**src/rtl/axis_frame_gen.sv**
```systemverilog
// AXI4-Stream frame generator: programmable length, incrementing byte pattern, optional bad-frame marking and gap.
// Latency: first tvalid one cycle after start is accepted; 1 beat/cycle while tready is high.
// Backpressure: all beat outputs are registered and held stable until the tvalid/tready handshake.
module axis_frame_gen #(
    parameter int DATA_WIDTH  = 8,
    parameter bit KEEP_ENABLE = (DATA_WIDTH > 8),
    parameter int KEEP_WIDTH  = (DATA_WIDTH + 7) / 8,
    parameter int ID_WIDTH    = 8,
    parameter int LEN_WIDTH   = 16,
    parameter int USER_WIDTH  = 1
) (
    input  logic                  clk,
    input  logic                  rst_n,
    input  logic                  start,
    input  logic                  stop,
    input  logic [LEN_WIDTH-1:0]  cfg_len,
    input  logic [LEN_WIDTH-1:0]  cfg_count,
    input  logic [LEN_WIDTH-1:0]  cfg_gap,
    input  logic [LEN_WIDTH-1:0]  cfg_bad_every,
    input  logic [7:0]            cfg_seed,
    input  logic [ID_WIDTH-1:0]   cfg_id,
    output logic [DATA_WIDTH-1:0] m_axis_tdata,
    output logic [KEEP_WIDTH-1:0] m_axis_tkeep,
    output logic                  m_axis_tvalid,
    input  logic                  m_axis_tready,
    output logic                  m_axis_tlast,
    output logic [ID_WIDTH-1:0]   m_axis_tid,
    output logic [7:0]            m_axis_tdest,
    output logic [USER_WIDTH-1:0] m_axis_tuser,
    output logic                  status_busy,
    output logic [LEN_WIDTH-1:0]  status_frame_count,
    output logic                  status_done
);
    localparam int CW = LEN_WIDTH + 1;
    localparam logic [CW-1:0] ONE = CW'(1);

    typedef enum logic [1:0] {IDLE, SEND, GAP} state_t;

    typedef struct packed {
        logic [DATA_WIDTH-1:0] dat;
        logic [KEEP_WIDTH-1:0] keep;
        logic                  last;
        logic                  bad;
    } beat_t;

    // Lane j of a beat starting at byte offset off carries byte off+j of the frame.
    function automatic beat_t build_beat(input logic [7:0] seed, input logic [CW-1:0] off,
                                         input logic [CW-1:0] len, input logic bad);
        beat_t         b;
        logic [CW-1:0] idx;
        b = '0;
        for (int j = 0; j < KEEP_WIDTH; j++) begin
            idx = off + CW'(j);
            if (idx < len) begin
                b.dat[8*j +: 8] = seed + idx[7:0];
                b.keep[j]       = 1'b1;
            end
        end
        b.last = ({1'b0, off} + (CW+1)'(KEEP_WIDTH)) >= {1'b0, len};
        b.bad  = bad & b.last;
        if (!KEEP_ENABLE) b.keep = '1;
        return b;
    endfunction

    state_t                state_q, state_d;
    logic [CW-1:0]         len_q, len_d, off_q, off_d, gap_cnt_q, gap_cnt_d;
    logic [LEN_WIDTH-1:0]  count_q, count_d, gap_q, gap_d, bad_every_q, bad_every_d;
    logic [LEN_WIDTH-1:0]  bad_cnt_q, bad_cnt_d, frame_count_q, frame_count_d;
    logic [ID_WIDTH-1:0]   id_q, id_d;
    logic [7:0]            seed_q, seed_d;
    logic                  stop_pend_q, stop_pend_d, busy_q, busy_d, done_q, done_d;
    logic                  tvalid_q, tvalid_d, tlast_q, tlast_d, tuser_q, tuser_d;
    logic [DATA_WIDTH-1:0] tdata_q, tdata_d;
    logic [KEEP_WIDTH-1:0] tkeep_q, tkeep_d;

    logic                 load, go_idle, hs, stop_seen, cur_bad, nxt_bad, last_frame;
    logic [LEN_WIDTH-1:0] bad_cnt_nx, fc_inc;
    logic [7:0]           bld_seed;
    logic [CW-1:0]        bld_off, bld_len, start_len;
    logic                 bld_bad;
    beat_t                bld;

    always_comb begin
        state_d = state_q;          len_d = len_q;          off_d = off_q;
        gap_cnt_d = gap_cnt_q;      count_d = count_q;      gap_d = gap_q;
        bad_every_d = bad_every_q;  bad_cnt_d = bad_cnt_q;  frame_count_d = frame_count_q;
        id_d = id_q;                seed_d = seed_q;        stop_pend_d = stop_pend_q;
        busy_d = busy_q;            done_d = 1'b0;          tvalid_d = tvalid_q;
        tlast_d = tlast_q;          tuser_d = tuser_q;      tdata_d = tdata_q;
        tkeep_d = tkeep_q;
        load = 1'b0;  go_idle = 1'b0;
        bld_seed = seed_q;  bld_off = '0;  bld_len = len_q;  bld_bad = 1'b0;

        hs         = tvalid_q & m_axis_tready;
        stop_seen  = stop_pend_q | stop;
        start_len  = (cfg_len == '0) ? ONE : {1'b0, cfg_len};
        // Bad-frame phase is tracked by a modulo counter instead of a divider.
        cur_bad    = (bad_every_q != '0) && ({1'b0, bad_cnt_q} + ONE == {1'b0, bad_every_q});
        bad_cnt_nx = cur_bad ? '0 : bad_cnt_q + LEN_WIDTH'(1);
        nxt_bad    = (bad_every_q != '0) && ({1'b0, bad_cnt_nx} + ONE == {1'b0, bad_every_q});
        fc_inc     = (&frame_count_q) ? frame_count_q : frame_count_q + LEN_WIDTH'(1);
        last_frame = stop_seen ||
                     ((count_q != '0) && ({1'b0, frame_count_q} + ONE == {1'b0, count_q}));

        case (state_q)
            IDLE: begin
                if (start) begin
                    len_d = start_len;          count_d = cfg_count;    gap_d = cfg_gap;
                    bad_every_d = cfg_bad_every; id_d = cfg_id;         seed_d = cfg_seed;
                    off_d = '0;  bad_cnt_d = '0;  frame_count_d = '0;
                    busy_d = 1'b1;  stop_pend_d = 1'b0;  state_d = SEND;
                    load = 1'b1;  bld_seed = cfg_seed;  bld_len = start_len;
                    bld_bad = (cfg_bad_every == LEN_WIDTH'(1));
                end
            end
            SEND: begin
                if (stop) stop_pend_d = 1'b1;
                if (hs && !tlast_q) begin
                    off_d = off_q + CW'(KEEP_WIDTH);
                    load = 1'b1;  bld_off = off_q + CW'(KEEP_WIDTH);  bld_bad = cur_bad;
                end else if (hs) begin
                    frame_count_d = fc_inc;  seed_d = seed_q + 8'd1;
                    bad_cnt_d = bad_cnt_nx;  off_d = '0;
                    if (last_frame) begin
                        go_idle = 1'b1;
                    end else if (gap_q != '0) begin
                        state_d = GAP;  gap_cnt_d = {1'b0, gap_q};
                        tvalid_d = 1'b0;  tlast_d = 1'b0;  tuser_d = 1'b0;
                        tdata_d = '0;  tkeep_d = '0;
                    end else begin
                        load = 1'b1;  bld_seed = seed_q + 8'd1;  bld_bad = nxt_bad;
                    end
                end
            end
            GAP: begin
                if (stop) stop_pend_d = 1'b1;
                if (gap_cnt_q == ONE) begin
                    if (stop_seen) begin
                        go_idle = 1'b1;
                    end else begin
                        state_d = SEND;  load = 1'b1;  bld_bad = cur_bad;
                    end
                end else begin
                    gap_cnt_d = gap_cnt_q - ONE;
                end
            end
            default: go_idle = 1'b1;
        endcase

        bld = build_beat(bld_seed, bld_off, bld_len, bld_bad);
        if (load) begin
            tvalid_d = 1'b1;  tdata_d = bld.dat;  tkeep_d = bld.keep;
            tlast_d = bld.last;  tuser_d = bld.bad;
        end
        if (go_idle) begin
            state_d = IDLE;  busy_d = 1'b0;  done_d = 1'b1;  stop_pend_d = 1'b0;
            tvalid_d = 1'b0;  tlast_d = 1'b0;  tuser_d = 1'b0;  tdata_d = '0;  tkeep_d = '0;
        end
    end

    always_ff @(posedge clk or negedge rst_n) begin
        if (!rst_n) begin
            state_q <= IDLE;        len_q <= '0;        off_q <= '0;
            gap_cnt_q <= '0;        count_q <= '0;      gap_q <= '0;
            bad_every_q <= '0;      bad_cnt_q <= '0;    frame_count_q <= '0;
            id_q <= '0;             seed_q <= '0;       stop_pend_q <= 1'b0;
            busy_q <= 1'b0;         done_q <= 1'b0;     tvalid_q <= 1'b0;
            tlast_q <= 1'b0;        tuser_q <= 1'b0;    tdata_q <= '0;
            tkeep_q <= '0;
        end else begin
            state_q <= state_d;     len_q <= len_d;     off_q <= off_d;
            gap_cnt_q <= gap_cnt_d; count_q <= count_d; gap_q <= gap_d;
            bad_every_q <= bad_every_d; bad_cnt_q <= bad_cnt_d; frame_count_q <= frame_count_d;
            id_q <= id_d;           seed_q <= seed_d;   stop_pend_q <= stop_pend_d;
            busy_q <= busy_d;       done_q <= done_d;   tvalid_q <= tvalid_d;
            tlast_q <= tlast_d;     tuser_q <= tuser_d; tdata_q <= tdata_d;
            tkeep_q <= tkeep_d;
        end
    end

    assign m_axis_tdata       = tdata_q;
    assign m_axis_tkeep       = tkeep_q;
    assign m_axis_tvalid      = tvalid_q;
    assign m_axis_tlast       = tlast_q;
    assign m_axis_tid         = id_q;
    assign m_axis_tdest       = '0;
    assign m_axis_tuser       = USER_WIDTH'(tuser_q);
    assign status_busy        = busy_q;
    assign status_frame_count = frame_count_q;
    assign status_done        = done_q;
endmodule

```
**config.mk**
```make
export PLATFORM = sky130hd
export DESIGN_NAME = axis_frame_gen
export DESIGN_NICKNAME = d
export VERILOG_FILES = /design/src/rtl/axis_frame_gen.sv
export SDC_FILE = /design/constraint.sdc
export NUM_CORES = 1
export LEC_CHECK = 0
export ABC_CLOCK_PERIOD_IN_PS = 5300
export BUFFER_PORTS_ARGS = -buffer_cell sky130_fd_sc_hd__clkbuf_2
export CORE_MARGIN = 5
export CORE_UTILIZATION = 25
export DETAILED_ROUTE_END_ITERATION = 12
export SYNTH_ARGS = -nofsm -noshare
export SYNTH_HDL_FRONTEND = slang
export SYNTH_SLANG_ARGS = --single-unit
```
**constraint.sdc**
```tcl
create_clock -name clk -period 5.3 [get_ports clk]
set_input_delay 0.795 -clock clk [delete_from_list [all_inputs] [get_ports clk]]
set_output_delay 0.795 -clock clk [all_outputs]
set_load 0.02 [all_outputs]
```
# == Word-level counts from Yosys, hierarchy flattened ==
# Cells that the tools add are included.
# W data, S select, Z words.
# totals
register_bits,163
input_bits,85
output_inout_bits,46
word_cells,181
# op_classes
add_sub_neg,10
n_lt_le_gt_ge,2
n_eq_ne,25
mux,91
bitwise_logic,3
reduce_logical,32
# op_table
operator,n
$mux W17,12
$mux W16,8
$mux W8,14
$pmux W17 S2,2
$pmux W16 S2,2
$add A16 B1 Y17 const B,3
$eq A17 B16 Y1,3
$reduce_bool A16 Y1,3
$mux W1,37
$add A16 B1 Y16 const B,2
$pmux W8 S2,2
$ne A3 B3 Y1 const B,10
$add A17 B1 Y18 const B,1
$ge A18 B17 Y1,1
$add A17 B1 Y17 const B,1
$eq A17 B1 Y1 const B,1
$lt A17 B17 Y1,1
$sub A17 B1 Y17 const B,1
$eq A16 B1 Y1 const B,1
$logic_not A16 Y1,1
$mux W2,8
$reduce_and A16 Y1,1
$ne A2 B2 Y1 const B,7
$reduce_bool A3 Y1,4
other kinds (24),37

# == Logic depth before layout (Yosys ltp) ==
# Gate-level depths: netlist of run 1.
# logic_depth
word_depth,15
depth_mapped,23
ltp_nobuf,22

# == Least setup slack after synthesis of run 1 ==
# Ideal clock, no wire load.
# synth_path
path_type,in2reg
start,input port start
end,"register tdata_q[0], in the netlist m_axis_tdata[0]"
setup_time_ps,69
arrival_ps,4501
required_time_ps,5231
path_slack_ps,731
path_stages,16
n_path_buf,3
cell_sequence,clkbuf_1 nand2_1 buf_1 buf_1 mux2i_1 ha_1 nor2b_1 o21ai_0 nand2b_1 a21oi_1 o21ai_0 o21ai_0 a211oi_1 or4_1 a2111oi_2 a22o_1
# synth_between
elab_chain_len,6
elab_cells_between_ends,17
classes_between,1 x add/sub; 1 x order compare; 2 x eq/ne; 9 x mux; 4 x reduce/logical
# synth_lines
item,line,rtl
from (decl),14,"input logic start,"
$mux W17 or $mux W8 (tied branches),--,
$mux W17 or $pmux W8 S2 (tied branches),--,
$lt A17 B17 Y1 or $add A8 B8 Y8 (tied branches),"54, 55",
$mux W9,54,if (idx < len) begin
$mux W8,151,if (load) begin
$mux W8,155,if (go_idle) begin
to (signal assigned),176,tlast_q <= tlast_d; tuser_q <= tuser_d; tdata_q <= tdata_d;
to (decl),73,"logic [DATA_WIDTH-1:0] tdata_q, tdata_d;"
# Several ways; a longest one is shown, not always the timed one.
# A chain may end at the register's enable or synchronous reset.

# == Worst setup path after layout of run 1 ==
# layout_path
start,register bad_cnt_q[0]
end,"register tuser_q, in the netlist m_axis_tuser"
# layout_between
elab_chain_len,15
elab_cells_between_ends,18
classes_between,3 x add/sub; 2 x eq/ne; 10 x mux; 1 x bitwise; 2 x reduce/logical
# layout_lines
item,line,rtl
from (decl),68,"logic [LEN_WIDTH-1:0] bad_cnt_q, bad_cnt_d, frame_count_q, frame_count_d;"
from (signal assigned),173,bad_every_q <= bad_every_d; bad_cnt_q <= bad_cnt_d; frame_count_q <= frame_count_d;
$add A16 B1 Y17,98,"cur_bad = (bad_every_q != '0) && ({1'b0, bad_cnt_q} + ONE == {1'b0, bad_every_q});"
$eq A17 B16 Y1,98,
$logic_and A1 B1 Y1,98,
$mux W16,99,bad_cnt_nx = cur_bad ? '0 : bad_cnt_q + LEN_WIDTH'(1);
$add A16 B1 Y17,100,"nxt_bad = (bad_every_q != '0) && ({1'b0, bad_cnt_nx} + ONE == {1'b0, bad_every_q});"
$eq A17 B16 Y1,100,
$logic_and A1 B1 Y1,100,
$mux W1,126,end else if (gap_q != '0) begin
$mux W1,124,if (last_frame) begin
$mux W1,121,end else if (hs) begin
$mux W1,118,if (hs && !tlast_q) begin
$pmux W1 S3 *,105,case (state_q)
$and A1 B1 Y1 *,60,b.bad = bad & b.last;
$mux W1 *,151,
$mux W1 *,155,
to (signal assigned),176,
to (decl),72,"logic tvalid_q, tvalid_d, tlast_q, tlast_d, tuser_q, tuser_d;"
# Every way passes the cells marked *; elsewhere a longest branch is shown, timed or not.

==> metrics, run 1 <==
Worst path most repeated cell=ha_1; DR WL/cell=17.10 um; gr usage total=0.1331; share of cells above drive strength 1=0.2063; Hold WC Path Type=input port to asynchronous set/reset pin; vias per cell=between 5 and 6; Die Span Y=228.8 um; initial antenna violation count=1; Pre-antenna DRT Iters=5; Setup TNS=0 ns; # setup viols final=0; grt ovf=0; die width=approximately 230 um; Async SR Flop Fraction=1.000; total die area=approximately 52000 um^2; post-route minimum period=4.933 ns; synth cell count leaders=dfrtp_1 (163), nand2_1 (113), nor2_1 (83); clk slew on worst S/H paths=0.07 ns; Synth cell types=95; unrepaired setup endpoints after global routing=no; Post-CTS Hold Fix Bufs=0; Detail Placement HPWL=approximately 27 mm; CP endpoint kind=flop; FF-to-FF Start=bad_cnt_q[0]; total CTS buffers=17; critical path class=flop to flop; TritonCTS Sinks=163; sequential fraction of the synthesis area=0.3409; gp weighted congestion=0.9086; fin. max-slew vios=0; worst slew pin tran=1.037 ns; Static Leak=0.005914 uW; Initial DRC Count=604; worst skew pair latency=0.48 ns; total number of vias=10253; CTS tree=built; Clock Tree Root=clkbuf_16; #FFs+latches synth=~160; Post-Synthesis Cells=1310; Synth top area share=0.3409; clk buf depth=2; antenna-violating nets left=0; CP max stage delay=~0.47 ns; setup repair bufs after CTS=0; starting density of the core=0.2517; most common cell in the netlist=dfrtp_1; DRC violations left=0; yosys warns=0; Final period util=0.9308; Routed WL=34.90 mm; Synth area leaders=dfrtp_1 (34%), mux2_2 (6.7%), ha_1 (5.5%); status=finished clean; mapped cell area=11970 um^2; Max transition margin=0.3086; largest net degree at the start of global routing=107; syn_area_per_cell=slightly above 9 um^2; r2r endpoint=m_axis_tuser; CTS resizes=0; critical-path cell list=ha_1 -> nand3_2 -> or3_1 -> a2111o_1 -> nand3_1 -> nand4_2 -> or2_1 -> and2_1 -> ha_1 -> inv_1 -> a211oi_1 -> buf_4 -> and4_1 -> nand2b_1 -> o21ba_2 -> o31ai_1 -> o221ai_1 -> nor4b_2 -> a211o_1; reg2reg path depth=19; Util after Layout=0.2902; Yosys top cell by area=dfrtp_1; Row Count=80; global-route wire length before repair=56.24 mm; IO Count=~130; Maximum Capacitance Violations=0; nets@finish=1551; fmax=0.2027 GHz; Critical Path Start Type=flop; Post-synth EDFFs=0; CP Max Fanout=13; maximum VDD drop=~0.00022 V; Area Growth Syn to Fin=15.29%; Crit path required time=5.71 ns; worst reg2reg setup slack=roughly 0.37 ns; vias in the first global route=between 10000 and 15000; Fin. Hold Viols=0; clock skew=0.01054 ns; Cell Pwr Density=466.6 nW/um^2; H-Tree Level Count=4; Primary FF master, synth=dfrtp_1; Slowest cell on crit path=or3_1; CP arrival=roughly 5.3 ns; core area=47550 um^2; Buffers on Ports=122
## area by class of cell
cell class	count	area, um^2
inverters	57	214.0
multi-input cells	1017	7286
clock buffers	22	474.2
well taps	615	769.5
clock inverters	10	98.84
repair buffers	156	872.1
fillers	4945	33750
flip-flops and latches	163	4079
diodes	1	2.502
## worst max-delay path, delay by kind of cell, from the launching register on
family	cells	cell delay (ns)
and+or+nand+nor	9	2.25
buffers and inverters	2	0.27
DFF	1	0.37
AOI/OAI and AO/OA	6	1.42
adders and majority gates	2	0.56
## worst max-delay path by stage
stage                               start         endpoint  slack [ns]  cells past startpoint
finish                       bad_cnt_q[0]     m_axis_tuser        0.37                     19
detailed placement          m_axis_tready     m_axis_tuser        0.38                     20
CTS                 status_frame_count[3]  m_axis_tdata[7]        0.42                     19
global route                 bad_cnt_q[0]     m_axis_tuser        0.03                     19
global placement            m_axis_tready     m_axis_tuser        0.42                     20
floorplan                           start  m_axis_tdata[0]        0.73                     16
## report_power, final
part	internal (uW)	switching [uW]
Combinational	1270	1700
Clock	685	557
Sequential	1700	522
Total	3660	2780
## kinds of logic after synthesis
family,Yosys count,synth area share
mux,105,0.09525
fa+ha+maj,55,0.05793
flops,163,0.3409
xor+xnor,101,0.07633
other cells,1,0.0003134
buf+inv,137,0.05312
simple gates,448,0.2099
compound gates,300,0.1664
## through the flow
step,worst slack (ns),hold slack [ns],instances,total power [uW],area [um^2]
CTS,0.4200,0.4772,2040,6535,13790
global placement,0.4209,0.4884,2008,5145,13220
finish,0.3670,0.4596,2041,6437,13800
detailed placement,0.3837,0.4924,2008,5235,13220
floorplan,0.7309,0.4548,1317,4322,11990
global route,0.02873,0.5191,2041,6958,13800
## flip-flops by register name, summed over array words and instances (netlist names)
register            cells
bad_cnt_q              16
bad_every_q            16
count_q                16
gap_cnt_q              17
gap_q                  16
len_q                  17
m_axis_tdata            8
m_axis_tid              8
m_axis_tkeep            1
m_axis_tlast            1
m_axis_tuser            1
off_q                  17
seed_q                  8
state_q                 2
status_busy             1
status_done             1
status_frame_count     16
stop_pend_q             1
## cell usage in the layout, fill, tap and decap left out, types with 15 or more instances in the layout
cell type and instances:
nor2_1 83, nand2_1 112, or3_1 15, clkbuf_16 17, xor2_1 35, dfrtp_1 163
buf_4 34, clkbuf_2 121, nor3_1 24, o22a_1 16, mux2i_1 34, a21oi_1 68
mux2_2 71, nand3_1 38, xnor2_1 63, ha_1 53, inv_1 56, nand4_1 19
and3_1 17, nor4_1 27, nand2b_1 21, o21ai_0 79
## layer usage
layer	global-route usage	part of all wire
met3	0.03354	0.052
met1	0.1678	0.44
met4	0.04341	0.025
met5	0	0
met2	0.2237	0.48
No activity file was read; power rests on OpenSTA's default activity.
==> run 2, diff against run 1 <==
--- a/config.mk
+++ b/config.mk
@@ -5,10 +5,11 @@
 export SDC_FILE = /design/constraint.sdc
 export NUM_CORES = 1
 export LEC_CHECK = 0
-export ABC_CLOCK_PERIOD_IN_PS = 5300
+export ABC_CLOCK_PERIOD_IN_PS = 4400
 export BUFFER_PORTS_ARGS = -buffer_cell sky130_fd_sc_hd__clkbuf_2
 export CORE_MARGIN = 5
 export CORE_UTILIZATION = 25
+export CTS_CLUSTER_DIAMETER = 200
 export DETAILED_ROUTE_END_ITERATION = 12
 export SYNTH_ARGS = -nofsm -noshare
 export SYNTH_HDL_FRONTEND = slang
==> constraint.sdc (replaced) <==
create_clock -name clk -period 4.4 [get_ports clk]
set_input_delay 0.66 -clock clk [delete_from_list [all_inputs] [get_ports clk]]
set_output_delay 0.66 -clock clk [all_outputs]
set_load 0.02 [all_outputs]
==> run 2 against run 1 <==
First-iteration DRC count up 11%. Utilization grew 2.6 points. Clock power increased by 19%. Count of clock-buffer cells in the layout decreased by 4. Combinational power grew 33%. Non-clock buffer count rose by 102. Sequential power rose by 19%. Wire length up 2.6%. Final cell count is 5.0% higher. Critical path type unchanged. Largest cell class unchanged.
==> metrics, run 2 (synthesis gave the netlist of run 1 again) <==
DR WL/cell=16.71 um (-2.3%); vias per cell=4.992 (-0.64%); total die area=52340 um^2 (unchanged); Row Count=80 (unchanged); vias in the first global route=10412 (+2.2%); clk slew on worst S/H paths=0.07 ns (about the same); # setup viols final=0 (unchanged); reg2reg path depth=20 (+1); fin area=15010 um^2 (+8.8%); Die Span Y=228.8 um (unchanged); CP Max Fanout=4 (-9); maximum VDD drop=0.0002357 V (+9.5%); worst slew pin tran=0.9357 ns (-0.1015 ns); H-Tree Level Count=4 (unchanged); IO Count=131 (unchanged); DP Cell Count=2092 (+4.2%); Worst Setup EP=m_axis_tuser; status=finished clean; Maximum Capacitance Violations=0 (unchanged); Hold WC Path Type=input port to asynchronous set/reset pin; PnR worst setup slack=0.1583 ns (-0.2087 ns); Filler cells=4884 (-1.2%); Static Leak=0.006590 uW (+11%); Critical Path Start Type=flop; nets@finish=1653 (+6.6%); worst reg2reg setup slack=0.16 ns (-0.21 ns); Area Growth Syn to Fin=25.47%; fmax=0.2358 GHz (+16%); Routed WL=35.81 mm (+2.6%); Cell Pwr Density=539.3 nW/um^2 (+16%); Clock Tree Root=clkbuf_16; unrepaired setup endpoints after global routing=yes; CP endpoint kind=flop; final std cells w/o fill=2143 (+5.0%); Post-CTS Hold Fix Bufs=0 (unchanged); fin. max-slew vios=0 (unchanged); core area=47550 um^2 (unchanged); Fin. Hold Viols=0 (unchanged); Crit path required time=4.76 ns (-0.95 ns); Setup Slack @ Placement=-0.05016 ns (-0.4339 ns); dpl cell area=13870 um^2 (+4.9%); starting density of the core=0.2517 (unchanged); total number of vias=10697 (+4.3%); r2r endpoint=m_axis_tuser; clock skew=0.01132 ns (+0.0007800 ns); Worst Setup SP=off_q[0]; worst skew pair latency=0.48 ns (about the same); most frequent cells in the layout=dfrtp_1 (147), buf_4 (126), clkbuf_2 (121); DRC violations left=0 (unchanged); Final period util=0.9640 (+0.03326); total CTS buffers=17 (unchanged); CTS tree=built; TritonCTS Sinks=163 (unchanged); FF-to-FF Start=off_q[0]; antenna-violating nets left=0 (unchanged); clk buf depth=2 (unchanged); gp weighted congestion=0.8927 (-1.7%); Pre-antenna DRT Iters=6 (+1); global-route wire length before repair=56.84 mm (+1.1%); largest net degree at the start of global routing=90 (-16%); Detail Placement HPWL=27.04 mm (+1.2%); biggest regs=gap_cnt_q (17), len_q (17), off_q (17); initial antenna violation count=2 (+1); Max transition margin=0.3762 (+0.06766); Initial DRC Count=669 (+11%); share of cells above drive strength 1=0.3071 (+0.1008); gr usage total=0.1344 (+0.001321); CP arrival=4.60 ns (-0.74 ns); grt ovf=0 (unchanged); most common cell after layout, fill and taps aside=dfrtp_1; critical path class=flop to flop; die width=228.8 um (unchanged); post-route minimum period=4.242 ns (-0.6913 ns); Buffers on Ports=122 (unchanged)
==> run 2: routing by layer <==
layer,global-route usage,share of wire
met1,0.1770,0.45
met2,0.2217,0.48
met3,0.03267,0.050
met4,0.03608,0.015
met5,0,0.00036
==> run 2: where the power goes <==
part | total (uW) | leakage (uW) | switching (uW) | internal [uW]
Combinational | 3960 | 0.00432 | 2210 | 1750
Sequential | 2650 | 0.00199 | 600 | 2050
Clock | 1480 | 0.000272 | 731 | 752
==> run 2: area by class of cell <==
class                   instances  area [um^2]  share of cell area
inverters                      57        214.0             0.01425
repair buffers                258         1693              0.1127
diodes                          1        2.502           0.0001667
well taps                     615        769.5             0.05125
multi-input cells            1017         7680              0.5115
clock buffers                  18        439.2             0.02925
flip-flops and latches        163         4099              0.2730
clock inverters                14        117.6            0.007833
==> run 2: how the worst min path moves through the flow <==
stage	end	slack, ns	cells after the start
floorplan	bad_cnt_q[0]	0.36	0
global placement	len_q[16]	0.48	2
detailed placement	m_axis_tuser	0.49	1
CTS	len_q[12]	0.28	1
global route	len_q[15]	0.33	1
finish	len_q[12]	0.23	1
==> run 2: through the flow <==
stage               power, uW  hold slack [ns]  utilization  setup TNS (ns)
detailed placement       6424           0.4931       0.2917        -0.08190
global route             8739           0.3288       0.3158         -0.1449
finish                   8098           0.2277       0.3158               0
floorplan                5209           0.3644            -        -0.04922
global placement         6312           0.4834       0.2917        -0.03449
CTS                      7966           0.2795       0.3039               0
==> run 2: timing repair <==
item | 4_1_cts | 5_1_grt
gates cloned | 0 | 0
endpoints found under the setup margin | 2 | 6
pin swaps | 1 | 47
gates resized for setup | 3 | 93
setup buffers | 1 | 17
==> run 2: worst max-delay path: stages, from the launching register on <==
cell	delay [ns]
dfrtp_1	0.42
ha_2	0.22
and4_4	0.24
nand4_1	0.12
xnor2_1	0.18
nand2_1	0.08
or4_4	0.49
nand2b_4	0.15
xnor2_1	0.12
ha_1	0.33
buf_4	0.14
buf_4	0.12
nand3_1	0.06
nor3_1	0.06
a221o_1	0.29
a31o_2	0.23
a311oi_2	0.24
buf_4	0.17
nor2_2	0.04
nor4b_4	0.15
a211o_1	0.28
==> run 3, diff against run 2 <==
--- a/config.mk
+++ b/config.mk
@@ -11,6 +11,7 @@
 export CORE_UTILIZATION = 25
 export CTS_CLUSTER_DIAMETER = 200
 export DETAILED_ROUTE_END_ITERATION = 12
+export REMOVE_ABC_BUFFERS = 1
 export SYNTH_ARGS = -nofsm -noshare
 export SYNTH_HDL_FRONTEND = slang
 export SYNTH_SLANG_ARGS = --single-unit
==> run 3 against run 2 <==
Wire length up 2.0%. Register-to-register slack worse by 0.11 ns. Non-clock buffer count grew 30. Total power up 4.0%. Worst setup slack got worse by 0.11 ns. First-iteration DRC count down 5.8%. Sequential share of layout area shrank 0.28 points. Final cell count grew 1.4%. Highest routed layer is now met4. Clock power grew 18%. Combinational power is 4% higher. Sequential power is 3% lower. Critical endpoint is now m_axis_tdata[7].
==> metrics, run 3 (synthesis gave the netlist of run 1 again) <==
clock skew=0.01464 ns (+0.003314 ns); critical path class=flop to flop; Final period util=0.9894 (+0.02541); reg2reg path depth=21 (+5.0%); r2r endpoint=m_axis_tdata[7]; Clock Tree Root=clkbuf_16; final std cells w/o fill=2172 (+1.4%); Worst Setup SP=status_frame_count[1]; IO Count=131 (unchanged); vias per cell=4.917 (-1.5%); Routed WL=36.53 mm (+2.0%); initial antenna violation count=0 (-2); worst slew pin tran=0.8155 ns (-0.1202 ns); DP Cell Count=2122 (+1.4%); Die Span Y=228.8 um (unchanged); fmax=0.2297 GHz (-2.6%); FF-to-FF Start=status_frame_count[1]; most frequent cells in the layout=buf_4 (162), dfrtp_1 (159), clkbuf_2 (121); most common cell after layout, fill and taps aside=buf_4; share of cells above drive strength 1=0.3025 (-0.004633); DRC violations left=0 (unchanged); worst skew pair latency=0.46 ns (-0.02 ns); Critical Path Start Type=flop; core area=47550 um^2 (unchanged); Hold WC Path Type=input port to asynchronous set/reset pin; clk buf depth=2 (unchanged); Maximum Capacitance Violations=0 (unchanged); H-Tree Level Count=4 (unchanged); clk slew on worst S/H paths=0.07 ns (about the same); dpl cell area=14080 um^2 (+1.5%); CP arrival=4.70 ns (+0.10 ns); fin. max-slew vios=0 (unchanged); worst hold slack=0.2672 ns (+0.03949 ns); die width=228.8 um (unchanged); total CTS buffers=17 (unchanged); maximum VDD drop=0.0002857 V (+21%); starting density of the core=0.2517 (unchanged); gr usage total=0.1362 (+0.001838); vias in the first global route=10416 (+0.038%); antenna-violating nets left=0 (unchanged); grt ovf=0 (unchanged); global-route wire length before repair=57.87 mm (+1.8%); status=finished clean; Area Growth Syn to Fin=26.29%; # setup viols final=0 (unchanged); largest net degree at the start of global routing=81 (-10%); Max transition margin=0.4563 (+0.08011); Crit path required time=4.75 ns (about the same); Static Leak=0.006656 uW (+1.0%); fin area=15110 um^2 (+0.65%); DR WL/cell=16.82 um (+0.66%); Worst Setup EP=m_axis_tdata[7]; post-route minimum period=4.353 ns (+0.1118 ns); Buffers on Ports=122 (unchanged); nets@finish=1683 (+1.8%); gp weighted congestion=0.9375 (+5.0%); Fin. Hold Viols=0 (unchanged); CP Max Fanout=8 (+4); CTS tree=built; Pre-antenna DRT Iters=5 (-1); unrepaired setup endpoints after global routing=yes; TritonCTS Sinks=163 (unchanged); Detail Placement HPWL=28.25 mm (+4.5%); CP endpoint kind=flop; Row Count=80 (unchanged); total number of vias=10679 (-0.17%); Cell Pwr Density=557.5 nW/um^2 (+3.4%); Initial DRC Count=630 (-5.8%); ant diodes=0 (-1); worst reg2reg setup slack=0.05 ns (-0.11 ns); biggest regs=gap_cnt_q (17), len_q (17), off_q (17); total die area=52340 um^2 (unchanged); Overall Power=8425 uW (+4.0%)
-- run 3: worst max-delay path, stage by stage (launching register included) --
cell,delay (ns)
dfrtp_1,0.39
ha_4,0.17
nand4_4,0.14
buf_6,0.17
or3_4,0.38
xnor2_2,0.16
a211oi_2,0.07
and4bb_2,0.28
a211oi_4,0.30
mux2i_1,0.23
nor2_1,0.05
a221o_1,0.30
ha_1,0.30
a21o_1,0.18
a21oi_2,0.14
o21bai_1,0.12
a21oi_2,0.18
o21bai_1,0.11
a21oi_2,0.15
xnor2_1,0.14
xnor2_1,0.08
a22o_1,0.19
-- run 3: worst min-delay path by stage --
stage                            start            to  slack [ns]  depth (start not counted)
after floorplan                  rst_n  bad_cnt_q[0]        0.36                          0
after global placement    m_axis_tuser  m_axis_tuser        0.47                          1
after detailed placement     len_q[16]     len_q[16]        0.48                          2
after CTS                        rst_n     len_q[15]        0.29                          1
after global routing             rst_n     len_q[14]        0.33                          1
final                            rst_n     len_q[15]        0.27                          1
-- run 3: what timing repair did --
item	4_1_cts	5_1_grt
gates resized for setup	4	53
hold endpoints to repair	0	0
setup endpoints to repair	2	6
hold buffers	0	0
setup buffers	4	14
pin swaps	5	26
-- run 3: layout make-up --
| class | count | area [um^2] |
|---|---|---|
| Timing Repair Buffer | 288 | 1878 |
| Sequential cell | 163 | 4084 |
| Tap cell | 615 | 769.5 |
| Multi-Input combinational cell | 1017 | 7493 |
| Clock buffer | 19 | 452.9 |
| Clock inverter | 13 | 220.2 |
| Fill cell | 4876 | 32430 |
| Inverter | 57 | 214.0 |
-- run 3: layer usage --
metal / GRT usage / vias to the layer above / part of all wire
met5: 0 / - / 0
met4: 0.02593 / 0 / 0.0089
met3: 0.03292 / 25 / 0.051
met2: 0.2225 / 240 / 0.47
met1: 0.1857 / 5186 / 0.46
li1: - / 5228 / -
-- run 3: where the power goes --
| part | switching [uW] | internal, uW |
|---|---|---|
| clock network | 687 | 1050 |
| logic | 2310 | 1820 |
| registers | 515 | 2050 |
| total | 3510 | 4920 |
-- run 3: per-stage QoR --
step                      utilization  setup TNS (ns)  setup slack, ns
after floorplan                     -          -8.577          -0.9186
after global placement         0.2961        -0.02852         -0.02852
after detailed placement       0.2961         -0.1878         -0.09989
after CTS                      0.3112               0         0.004049
after global routing           0.3178         -0.4039          -0.2136
final                          0.3178               0          0.04651
